`src/rtl/mem_arbiter_pkg.sv`:
```
// mem_arb_pkg: shared state encoding, port ids and default widths for the memory arbiter.
package mem_arb_pkg;
    localparam int DEF_ADDR_W = 5;
    localparam int DEF_DATA_W = 8;
    localparam logic P0 = 1'b0;
    localparam logic P1 = 1'b1;
    typedef enum logic [1:0] {IDLE = 2'b00, OWN0 = 2'b01, OWN1 = 2'b10} state_t;
endpackage

```
`src/rtl/mem_arbiter_if.sv`:
```
// mem_arbiter_if: one requester port (req/gnt ownership plus beat fields and read return).
interface mem_arbiter_if #(
    parameter int ADDR_W = mem_arb_pkg::DEF_ADDR_W,
    parameter int DATA_W = mem_arb_pkg::DEF_DATA_W
);
    logic              req;
    logic              we;
    logic [ADDR_W-1:0] addr;
    logic [DATA_W-1:0] wdata;
    logic              gnt;
    logic              rvalid;
    logic [DATA_W-1:0] rdata;
    modport master (output req, we, addr, wdata, input gnt, rvalid, rdata);
    modport slave  (input req, we, addr, wdata, output gnt, rvalid, rdata);
endinterface

```
`src/rtl/mem_arbiter_rr_pick2.sv`:
```
// rr_pick2: two-way round-robin picker; on a tie the port that did not own last wins.
module rr_pick2 import mem_arb_pkg::*; (
    input  logic req0,
    input  logic req1,
    input  logic last,
    output logic pick_valid,
    output logic pick_id
);
    always_comb begin
        pick_valid = req0 || req1;
        pick_id    = (req0 && req1) ? ~last : (req1 ? P1 : P0);
    end
endmodule

```
`src/rtl/mem_arbiter.sv`:
```
// mem_arbiter: shares a single-port memory between two req/gnt ports with round-robin ties and bounded bursts.
module mem_arbiter import mem_arb_pkg::*; #(
    parameter int ADDR_W    = DEF_ADDR_W,
    parameter int DATA_W    = DEF_DATA_W,
    parameter int BURST_MAX = 4
) (
    input  logic              clk,
    input  logic              rst,
    mem_arbiter_if.slave      p0,
    mem_arbiter_if.slave      p1,
    output logic              memread,
    output logic              memwrite,
    output logic [ADDR_W-1:0] mem_addr,
    output logic [DATA_W-1:0] mem_wdata,
    input  logic [DATA_W-1:0] mem_rdata
);
    localparam logic [3:0] CNT_LAST = 4'(BURST_MAX - 1);
    state_t     state;
    state_t     own_nx;
    logic       last, beat0, beat1, rel0, rel1, cnt_wrap, pick_valid, pick_id;
    logic [3:0] beat_cnt;
    assign beat0    = (state == OWN0) && p0.req;
    assign beat1    = (state == OWN1) && p1.req;
    assign cnt_wrap = beat_cnt == CNT_LAST;
    assign rel0     = (state == OWN0) && (!p0.req || (cnt_wrap && p1.req));
    assign rel1     = (state == OWN1) && (!p1.req || (cnt_wrap && p0.req));
    assign own_nx   = pick_id ? OWN1 : OWN0;
    assign p0.gnt   = state == OWN0;
    assign p1.gnt   = state == OWN1;
    assign memread   = (beat0 && !p0.we) || (beat1 && !p1.we);
    assign memwrite  = (beat0 && p0.we) || (beat1 && p1.we);
    assign mem_addr  = beat0 ? p0.addr : (beat1 ? p1.addr : '0);
    assign mem_wdata = beat0 ? p0.wdata : (beat1 ? p1.wdata : '0);
    // The owner is masked out, so at handover the picker can only name the other port.
    rr_pick2 u_pick (
        .req0       (p0.req && (state != OWN0)),
        .req1       (p1.req && (state != OWN1)),
        .last       (last),
        .pick_valid (pick_valid),
        .pick_id    (pick_id)
    );
    always_ff @(posedge clk or negedge rst) begin
        if (!rst) begin
            state     <= IDLE;
            last      <= P1;
            beat_cnt  <= '0;
            p0.rvalid <= 1'b0;
            p1.rvalid <= 1'b0;
            p0.rdata  <= '0;
            p1.rdata  <= '0;
        end else begin
            beat_cnt  <= ((beat0 || beat1) && !cnt_wrap) ? beat_cnt + 4'd1 : '0;
            p0.rvalid <= beat0 && !p0.we;
            p1.rvalid <= beat1 && !p1.we;
            if (beat0 && !p0.we) p0.rdata <= mem_rdata;
            if (beat1 && !p1.we) p1.rdata <= mem_rdata;
            case (state)
                IDLE: state <= pick_valid ? own_nx : IDLE;
                OWN0: if (rel0) begin
                    state <= pick_valid ? own_nx : IDLE;
                    last  <= P0;
                end
                OWN1: if (rel1) begin
                    state <= pick_valid ? own_nx : IDLE;
                    last  <= P1;
                end
                default: state <= IDLE;
            endcase
        end
    end
endmodule
```
`src/flat_wrapper.sv`:
```
// flat-port wrapper written by rule: the top's interface ports become plain ports
module mem_arbiter_flat import mem_arb_pkg::*;
#(
    parameter int ADDR_W    = DEF_ADDR_W,
    parameter int DATA_W    = DEF_DATA_W,
    parameter int BURST_MAX = 4
)
  (clk, rst, memread, memwrite, mem_addr, mem_wdata, mem_rdata, p0_req, p0_we, p0_addr, p0_wdata, p0_gnt, p0_rvalid, p0_rdata, p1_req, p1_we, p1_addr, p1_wdata, p1_gnt, p1_rvalid, p1_rdata);
  mem_arbiter_if #(.ADDR_W(ADDR_W), .DATA_W(DATA_W)) p0_i ();
  mem_arbiter_if #(.ADDR_W(ADDR_W), .DATA_W(DATA_W)) p1_i ();
  input  logic clk;
  input  logic rst;
  output logic memread;
  output logic memwrite;
  output logic [ADDR_W-1:0] mem_addr;
  output logic [DATA_W-1:0] mem_wdata;
  input  logic [DATA_W-1:0] mem_rdata;
  input wire logic [$bits(p0_i.req)-1:0] p0_req;
  input wire logic [$bits(p0_i.we)-1:0] p0_we;
  input wire logic [$bits(p0_i.addr)-1:0] p0_addr;
  input wire logic [$bits(p0_i.wdata)-1:0] p0_wdata;
  output wire logic [$bits(p0_i.gnt)-1:0] p0_gnt;
  output wire logic [$bits(p0_i.rvalid)-1:0] p0_rvalid;
  output wire logic [$bits(p0_i.rdata)-1:0] p0_rdata;
  input wire logic [$bits(p1_i.req)-1:0] p1_req;
  input wire logic [$bits(p1_i.we)-1:0] p1_we;
  input wire logic [$bits(p1_i.addr)-1:0] p1_addr;
  input wire logic [$bits(p1_i.wdata)-1:0] p1_wdata;
  output wire logic [$bits(p1_i.gnt)-1:0] p1_gnt;
  output wire logic [$bits(p1_i.rvalid)-1:0] p1_rvalid;
  output wire logic [$bits(p1_i.rdata)-1:0] p1_rdata;
  assign p0_i.req = p0_req;
  assign p0_i.we = p0_we;
  assign p0_i.addr = p0_addr;
  assign p0_i.wdata = p0_wdata;
  assign p0_gnt = p0_i.gnt;
  assign p0_rvalid = p0_i.rvalid;
  assign p0_rdata = p0_i.rdata;
  assign p1_i.req = p1_req;
  assign p1_i.we = p1_we;
  assign p1_i.addr = p1_addr;
  assign p1_i.wdata = p1_wdata;
  assign p1_gnt = p1_i.gnt;
  assign p1_rvalid = p1_i.rvalid;
  assign p1_rdata = p1_i.rdata;
  mem_arbiter #(.ADDR_W(ADDR_W), .DATA_W(DATA_W), .BURST_MAX(BURST_MAX)) u_core (.clk(clk), .rst(rst), .p0(p0_i), .p1(p1_i), .memread(memread), .memwrite(memwrite), .mem_addr(mem_addr), .mem_wdata(mem_wdata), .mem_rdata(mem_rdata));
endmodule
```
`config.mk`:
```
export PLATFORM = sky130hd
export DESIGN_NAME = mem_arbiter_flat
export DESIGN_NICKNAME = d
export VERILOG_FILES = /design/src/rtl/mem_arbiter_pkg.sv /design/src/rtl/mem_arbiter_if.sv /design/src/rtl/mem_arbiter_rr_pick2.sv /design/src/rtl/mem_arbiter.sv /design/src/flat_wrapper.sv
export SDC_FILE = /design/constraint.sdc
export NUM_CORES = 1
export LEC_CHECK = 0
export ABC_AREA = 1
export BUFFER_PORTS_ARGS = -buffer_cell sky130_fd_sc_hd__buf_2
export CAP_MARGIN = 20
export CORE_MARGIN = 3
export CORE_UTILIZATION = 44
export CTS_CLUSTER_SIZE = 8
export DETAILED_ROUTE_END_ITERATION = 16
export GPL_TIMING_DRIVEN = 1
export PLACE_DENSITY_LB_ADDON = 0.08
export SYNTH_ARGS = -nofsm -noshare
export SYNTH_HDL_FRONTEND = slang
export SYNTH_SLANG_ARGS = --single-unit
```
`constraint.sdc`:
```
create_clock -name clk -period 1.67 [get_ports clk]
set_clock_uncertainty 0.1 [all_clocks]
set_input_delay 0.2505 -clock clk [delete_from_list [all_inputs] [get_ports clk]]
set_output_delay 0.2505 -clock clk [all_outputs]
set_load 0.01 [all_outputs]
```
; ---- Word level (Yosys, flattened, before mapping)
; Index checks and enable logic that the tools add are counted.
[totals]
reg_bits = 25
latch_bits = 0
ram_bits = 0
romBits = 0
in_bits = 40
wordCells = 60
memories = 0
[op_classes]
add_sub_neg = 1
mul = 0
div = 0
magnitude_cmp = 0
eq_ne = 7
n_shift = 0
mux = 15
n_bitwise = 1
n_reduce_logical = 29
[ops]
columns = cell, n
row1 = $mux 8, 2
row2 = $logic_and 1x1->1, 14
row3 = $mux 5, 2
row4 = $mux 2, 4
row5 = $logic_or 1x1->1, 6
row6 = $ne 2x1->1 const B, 3
row7 = $pmux 2 s3, 1
row8 = $logic_not 1->1, 5
row9 = $add 4x1->4 const B, 1
row10 = $eq 4x2->1 const B, 1
row11 = $mux 1, 4
row12 = $mux 4, 1
row13 = $reduce_and 3->1, 1
row14 = $eq 2x1->1 const B, 1
row15 = $eq 2x2->1 const B, 1
row16 = $logic_not 2->1, 1
row17 = $ne 2x2->1 const B, 1
row18 = $pmux 1 s2, 1
row19 = $reduce_and 2->1, 1
row20 = $reduce_bool 2->1, 1
row21 = $not 1->1, 1

; ---- Depth between registers and ports, before layout
; Gate-level depths: netlist (run 1).
[depth]
depth_word = 8
depth_mapped = 8
ltp_nobuf = 8

; ---- Hierarchy
; Synthesis (run 1) repeated with hierarchy kept, for this count alone.
[hier_totals]
cells_unflattened = 134
hier_area_um2 = 1282.5
[modules_own_cells]
columns = module, instances, cells_per_inst, area_each_um2, seq_area_each_um2
row1 = mem_arbiter, 1, 131, 1267.5, 626.9
row2 = rr_pick2, 1, 3, 15.0, 0.0

; ---- Least setup slack after synthesis (run 1)
; No wires, ideal clock.
[synth_timing]
kind = flip-flop to output port
startpoint = register u_core.state[0]
endpoint = output port mem_addr[0]
arrival_ns = 1.250
setup_slack_ns = 0.070
path_stages_with_launch = 8
path_cell_list = dfrtp_1 > inv_1 > ha_1 > nand2_1 > inv_1 > buf_4 > nand3_1 > nand2_1
[synth_via]
elab_chain_len = 4
word_cells_on_any_way = 6
[synth_lines]
columns = element, line
row1 = start: declaration, mem_arbiter.sv:18  ; state_t state;
row2 = start signal: assignment, mem_arbiter.sv:58  ; IDLE: state <= pick_valid ? own_nx : IDLE;
row3 = start signal: assignment, mem_arbiter.sv:60  ; state <= pick_valid ? own_nx : IDLE;
row4 = start signal: assignment, mem_arbiter.sv:64  ; state <= pick_valid ? own_nx : IDLE;
row5 = $eq 2x2->1, n/a
row6 = net p1_gnt, flat_wrapper.sv:29  ; output wire logic [$bits(p1_i.gnt)-1:0] p1_gnt;
row7 = $logic_and 1x1->1, mem_arbiter.sv:23  ; assign beat1 = (state == OWN1) && p1.req;
row8 = $mux 5 (2 in series), mem_arbiter.sv:32  ; assign mem_addr = beat0 ? p0.addr : (beat1 ? p1.addr : '0);
row9 = end: declaration, flat_wrapper.sv:15  ; output logic [ADDR_W-1:0] mem_addr;
; The timed path passes the listed nets, and every way through them passes these cells.

; ---- Worst setup path after layout (run 1)
[layout_timing]
startpoint = register u_core.state[0]
endpoint = output port memwrite
[layout_via]
elab_chain_len = 4
word_cells_on_any_way = 7
[layout_lines]
columns = element, line
row1 = $eq 2x1->1 or $eq 2x2->1 (tied branches), "mem_arbiter.sv:22, mem_arbiter.sv:23"
row2 = $logic_and 1x1->1 (on tied branches), "mem_arbiter.sv:22, mem_arbiter.sv:23"
row3 = $logic_and 1x1->1, mem_arbiter.sv:31  ; assign memwrite = (beat0 && p0.we) || (beat1 && p1.we);
row4 = $logic_or 1x1->1 *, mem_arbiter.sv:31
row5 = end: declaration, flat_wrapper.sv:14  ; output logic memwrite;
; Mark *: on every way between the ends. The rest lies on a longest branch, timed or not.

==> out/results.ini, run 1 <==
[run_status]
violations = negative setup slack
status = finished with violations

[grt]
grt_first_pass_wirelength_mm = 4.712
grt_pass1_vias = 1189
grt-ovfl-total = 0
grt_usage_pct = 16.50
antenna_found_initial = 0
grt_max_degree = 26

[sta]
maxSlewViolCount = 0
finalCritPeriodShare_pct = 113.2
fmax_mhz = 529.0
hold_violations = 0
tightest_slew_ns = 0.5385
rsz0062_at_grt = yes
setup_viol = 15
relSlewSlack_pct = 64.10
fin_ws_ns = -0.2202
period_needed_ns = 1.890

[clock_network]
cts_root_buffer = clkbuf_4
cts.sinks = 25
cts_max_level = 1
clockBufferDepth = 2
numCtsBuffers = 3
clock_latency_ns = 0.31
path_clk_slew_ns = 0.12
cts_tree = yes

[finish]
area_growth_pct = 41.12
design_area_mm2 = 0.001898
layout-drive-gt1-share_pct = 48.18
antenna_cells = 0
nets = 292
fillCellCount = 240
layout_common_cells = buf_2 (72), nand2_1 (53), dfrtp_1 (24)
final_common_cell = buf_2

[route]
drtIter0Drc = 47
wl_mm = 3.283
drt_first_pass_iters = 4
route.detailed.drc = 0
antenna_left = 0
post_drt_via_cell_ratio = 4.856
num_vias = 1350
post_drt_wl_per_cell_um = 11.81

[synth]
synth.largest_area_cell = dfrtp_1
yosysUniqueCellTypes = 23
synth_area_leaders = dfrtp_1 (45%), nand2_1 (15%), o21ai_2 (10%)
seq_area_frac_synth_pct = 46.60
synth_top_area_share_pct = 44.65
ys_seq_elements = 25
syn_inst = 163
syn_area_mm2 = 0.001345
synthesis.nets = 207
postSynthAreaPerCell_um2 = 8.252
ys_warn_count = 0

[placed_design]
portBuffers = 74
hpwl_mm = 2.532
place_worst_setup_slack_ns = 0.02863
gp_congestion = 0.7831
dpl-instance-area_mm2 = 0.001769

[worst_setup_path]
crit_required_ns = 1.32
worst_path_max_delay_cell = dfrtp_1
cp_max_fo = 16
crit_chain = buf_6 -> ha_4 -> nand2_4 -> inv_6 -> a22o_1 -> buf_2
cp-start-kind = flip-flop
crit_buf_inv = 3
cp_data_arrival_time_ns = 1.54
crit_family = flip-flops
end_kind = primary output
path_class = reg2out
cpPeakStageDelay_ns = 0.42

[pwr]
peakVddDrop_mv = 0.9021
leakage_uw = 0.001120
power_density_mw_per_mm2 = 1408

[job]
cap_violations = 0

[floorplanning]
core_area_mm2 = 0.002829
dieArea_mm2 = 0.003756
row_count = 19
ios = 75
die_w_um = 61.29
initial_core_util_pct = 47.55
fp.dieH_um = 61.29

[hold_path]
hold_class = in2reg

## per-layer routing
layer	share of wire (%)	vias up	routed length, um	GRT usage, %
li1	-	686	-	-
met1	39	594	1285	17.40
met3	9.4	8	309	2.306
met5	0	-	0	0
met4	2.0	0	67	6.502
met2	49	62	1621	32.33
## cell usage after synthesis
cell,count
inv_1,18
buf_2,1
nor2_1,6
or2_2,1
nand2_4,1
nand2_1,55
o22ai_1,1
nor3_1,2
a22o_1,1
dfrtp_1,24
dfstp_2,1
ha_1,4
buf_4,2
buf_6,2
a21oi_1,1
inv_2,3
nor2_2,1
nand3_1,17
o21ai_0,3
nand4_1,1
nor2_4,1
o21ai_2,16
nand2_2,1
## area by class of cell
type / count / area [um^2] / share of cell area (%)
multi-input cells: 112 / 626.9 / 33.03
repair buffers: 85 / 491.7 / 25.91
clock inverters: 1 / 5.005 / 0.2637
inverters: 21 / 86.33 / 4.548
clock buffers: 3 / 22.52 / 1.187
well taps: 31 / 38.79 / 2.044
flip-flops and latches: 25 / 626.9 / 33.03
## registers in the layout, summed over array words and instances (netlist names)
signal            flops
u_core.state          2
u_core.beat_cnt       4
u_core.p0.rdata       8
u_core.p1.rdata       8
u_core.last           1
u_core.p0.rvalid      1
u_core.p1.rvalid      1
## through the flow
stage	power, uW	setup TNS, ns	hold WS (ns)	instances	util (%)
global placement	2237	0	0.1535	269	62.54
floorplan	1769	0	-0.1451	163	-
finish	2673	-2.890	0.03153	278	67.09
CTS	2599	-2.972	0.01894	276	64.88
global route	2910	-4.370	0.01549	278	67.09
detailed placement	2293	0	0.1660	269	62.54
## logic make-up after synthesis
family                   share of synthesized area (%)
flip-flops                                       46.61
buffers and inverters                            9.022
adder cells (fa/ha/maj)                          3.721
AND/OR/NAND/NOR                                  27.63
AO/OA/AOI/OAI                                    13.02
## repair_timing
item | CTS | global route
resized for setup | 6 | 12
hold endpoints to repair | 24 | 0
hold buffers | 1 | 0
pin swaps | 0 | 3
setup endpoints to repair | 15 | 16
setup buffers | 2 | 2
cloned | 0 | 0
## report_power, final
part | internal [uW] | leakage, uW | switching, uW
logic | 647 | 0.000784 | 771
registers | 856 | 0.000319 | 141
clock network | 89.3 | 0.0000177 | 168
total | 1590 | 0.00112 | 1080
## worst paths after layout
check / startpoint / end / slack (ns) / depth (start not counted)
min: p0_we / u_core.p0.rvalid$_DFF_PN0_ / 0.03 / 2
max in group asynchronous: rst / u_core.last$_DFFE_PN1P_ / 0.75 / 2
max reg2reg: u_core.state[0]$_DFFE_PN0P_ / u_core.state[0]$_DFFE_PN0P_ / 0.18 / 8
min reg2reg: u_core.beat_cnt[0]$_DFF_PN0_ / u_core.beat_cnt[0]$_DFF_PN0_ / 0.37 / 1
max: u_core.state[0]$_DFFE_PN0P_ / memwrite / -0.22 / 6
min in group asynchronous: rst / u_core.p1.rdata[7]$_DFFE_PN0P_ / 0.35 / 2
No activity file was read; power rests on OpenSTA's default activity.
==> inputs of run 2 (changes only) <==
- ABC_AREA: 1 -> default
- CORE_UTILIZATION: 44 -> 43
==> out/results.ini, run 2 <==
[floorplanning]
fp.dieH_um = 60.80  ; was 61.29 um
dieArea_mm2 = 0.003697  ; was 0.003756 mm^2
ios = 75  ; unchanged
initial_core_util_pct = 46.03  ; was 47.55%
die_w_um = 60.80  ; was 61.29 um
row_count = 19  ; unchanged
core_area_mm2 = 0.002805  ; was 0.002829 mm^2

[synth]
synth_most_common_cell = dfrtp_1  ; was nand2_1
syn_inst = 101  ; was 163
postSynthAreaPerCell_um2 = 12.78  ; was 8.252 um^2
synth_common_cells = dfrtp_1 (24), a22o_1 (14), mux2_4 (8)  ; was nand2_1 (55), dfrtp_1 (24), inv_1 (18)
synth.largest_area_cell = dfrtp_1  ; unchanged
yosysUniqueCellTypes = 35  ; was 23
ys_seq_elements = 25  ; unchanged
ys_warn_count = 0  ; unchanged
synthesis.nets = 145  ; was 207
synthArstFlopShare_pct = 100.0  ; unchanged
seq_area_frac_synth_pct = 48.55  ; was 46.60%
syn_area_mm2 = 0.001291  ; was 0.001345 mm^2
synthFlopType = dfrtp_1  ; unchanged
synth_top_area_share_pct = 46.51  ; was 44.65%
synth_edf_count = 0  ; unchanged
synth_area_leaders = dfrtp_1 (47%), a22o_1 (9.5%), mux2_4 (9.3%)  ; was dfrtp_1 (45%), nand2_1 (15%), o21ai_2 (10%)

[clock_network]
clock_latency_ns = 0.31  ; about the same
clockBufferDepth = 2  ; unchanged
cts_max_level = 1  ; unchanged
cts.sinks = 25  ; unchanged
numCtsBuffers = 3  ; unchanged
path_clk_slew_ns = 0.14  ; was 0.12 ns
cts_tree = yes  ; unchanged
cts_root_buffer = clkbuf_4  ; unchanged

[placed_design]
portBuffers = 74  ; unchanged
gp_congestion = 0.7915  ; was 0.7831
hpwl_mm = 2.494  ; was 2.532 mm
dp.cells = 208  ; was 269

[pwr]
power_density_mw_per_mm2 = 1447  ; was 1408 mW/mm^2
p_total_uw = 2613  ; was 2673 uW
peakVddDrop_mv = 0.6923  ; was 0.9021 mV
leakage_uw = 0.0009808  ; was 0.001120 uW

[finish]
nets = 229  ; was 292
finish.utilization_pct = 64.36  ; was 67.09%
area_growth_pct = 39.83  ; was 41.12%
top_regs = u_core.p0.rdata (8), u_core.p1.rdata (8), u_core.beat_cnt (4)  ; unchanged
layout_common_cells = buf_2 (74), dfrtp_1 (24), a22o_1 (14)  ; was buf_2 (72), nand2_1 (53), dfrtp_1 (24)
stdcell_count = 215  ; was 278
final_common_cell = buf_2  ; unchanged
layout-drive-gt1-share_pct = 61.41  ; was 48.18%
antenna_cells = 0  ; unchanged

[route]
num_vias = 1103  ; was 1350
wl_met2_mm = 1.638  ; was 1.621 mm
wl_mm = 3.130  ; was 3.283 mm
wl_met3_um = 154  ; was 309 um
drt_first_pass_iters = 4  ; unchanged
post_drt_via_cell_ratio = 5.130  ; was 4.856
post_drt_wl_per_cell_um = 14.56  ; was 11.81 um
top_layer_used = met4  ; unchanged
route.detailed.drc = 0  ; unchanged
antenna_left = 0  ; unchanged
drtIter0Drc = 25  ; was 47
met1_length_mm = 1.320  ; was 1.285 mm

[sta]
rsz0062_at_grt = yes  ; unchanged
hold_violations = 0  ; unchanged
final.setup.tns_ns = -4.455  ; was -2.890 ns
tightest_slew_ns = 0.5378  ; was 0.5385 ns
setup_viol = 15  ; unchanged
fin_ws_ns = -0.3099  ; was -0.2202 ns
maxSlewViolCount = 0  ; unchanged
fmax_mhz = 505.1  ; was 529.0 MHz
finalCritPeriodShare_pct = 118.6  ; was 113.2%
relSlewSlack_pct = 64.14  ; was 64.10%
period_needed_ns = 1.980  ; was 1.890 ns

[grt]
grt_first_pass_wirelength_mm = 4.685  ; was 4.712 mm
antenna_found_initial = 0  ; unchanged
grt_pass1_vias = 1003  ; was 1189
grt_usage_pct = 17.20  ; was 16.50%
grt_max_degree = 26  ; unchanged
grt-ovfl-total = 0  ; unchanged

[job]
cap_violations = 0  ; unchanged

[run_status]
status = finished with violations  ; unchanged
violations = negative setup slack  ; unchanged

[worst_setup_path]
end_kind = primary output  ; unchanged
crit_chain = inv_1 -> ha_2 -> and2_4 -> nor2_4 -> buf_12 -> a22o_1 -> buf_2  ; was buf_6 -> ha_4 -> nand2_4 -> inv_6 -> a22o_1 -> buf_2
cp-start-kind = flip-flop  ; unchanged
cp_data_arrival_time_ns = 1.63  ; was 1.54 ns
crit_required_ns = 1.32  ; about the same
path_class = reg2out  ; unchanged
worst_path_max_delay_cell = dfrtp_1  ; unchanged
cp_max_fo = 12  ; was 16
cpPeakStageDelay_ns = 0.42  ; about the same

[hold_path]
hold_class = in2reg  ; unchanged

[run 2: cell types whose count changed in the layout (fill, tap and decap cells not counted), sizes merged, moves of 4 or more]
cell / change
a22o: +13
nand2: -54
o21ai: -18
nand3: -16
mux2: +16
nor2: -4
inv: -16
[run 2: path summary, 6_finish.rpt]
path                       cells after the start  slack [ns]                        endpoint                         start
setup reg to reg                               6        0.01  u_core.p0.rdata[7]$_DFFE_PN0P_   u_core.state[1]$_DFFE_PN0P_
setup / recovery                               7       -0.31                    mem_wdata[6]   u_core.state[1]$_DFFE_PN0P_
max in group asynchronous                      2        0.76         u_core.last$_DFFE_PN1P_                           rst
hold / removal                                 2        0.07  u_core.p0.rdata[6]$_DFFE_PN0P_                  mem_rdata[6]
min in group asynchronous                      2        0.33  u_core.p0.rdata[2]$_DFFE_PN0P_                           rst
hold reg to reg                                1        0.37    u_core.beat_cnt[0]$_DFF_PN0_  u_core.beat_cnt[0]$_DFF_PN0_
[run 2: layer usage]
metal	vias to the layer above	GRT usage [%]
met5	-	0
met4	0	4.644
met3	2	3.191
met2	28	31.91
met1	534	20.13
li1	539	-
[run 2: cell type report]
type,instances,area [um^2]
Sequential cell,25,626.9
Multi-Input combinational cell,67,620.6
Clock inverter,1,7.507
Fill cell,236,999.7
Clock buffer,3,22.52
Timing Repair Buffer,83,465.4
Inverter,5,23.77
Tap cell,31,38.79
[run 2: logic make-up (layout without fill, tap and decap cells)]
| kind of cell | Yosys count | after routing | synth area share (%) |
|---|---|---|---|
| simple gates | 21 | 21 | 11.05 |
| fa+ha+maj | 4 | 4 | 3.876 |
| buf+inv | 9 | 92 | 4.167 |
| compound gates | 24 | 24 | 14.63 |
| flops | 25 | 25 | 48.55 |
| mux | 17 | 17 | 17.05 |
| xor+xnor | 1 | 1 | 0.6784 |
[run 2: repair_timing]
item,in CTS,in global routing
endpoints found under the setup margin,21,30
setup buffers,1,1
hold buffers,1,0
hold endpoints to repair,24,0
resized for setup,1,0
pin swaps,2,0
gates cloned,0,0
[run 2: critical path: cells and delay by family, from the launching register on]
kind                     cells  cell delay (ns)
flip-flops                   1             0.42
AND/OR/NAND/NOR              2             0.23
adder cells (fa/ha/maj)      1             0.16
AO/OA/AOI/OAI                1             0.17
buffers and inverters        3             0.34
[run 2: through the flow]
step / setup WS [ns] / area [um^2] / hold slack, ns
floorplan: -0.02645 / 1308 / -0.1451
global placement: 0.02940 / 1735 / 0.1549
detailed placement: -0.04195 / 1735 / 0.1635
CTS: -0.3390 / 1798 / 0.06178
global route: -0.4162 / 1805 / 0.04984
finish: -0.3099 / 1805 / 0.06853
[run 2: where the power goes]
part	switching [uW]	total [uW]	internal, uW
clock network	179	270	91.2
logic	605	1350	746
registers	133	992	859
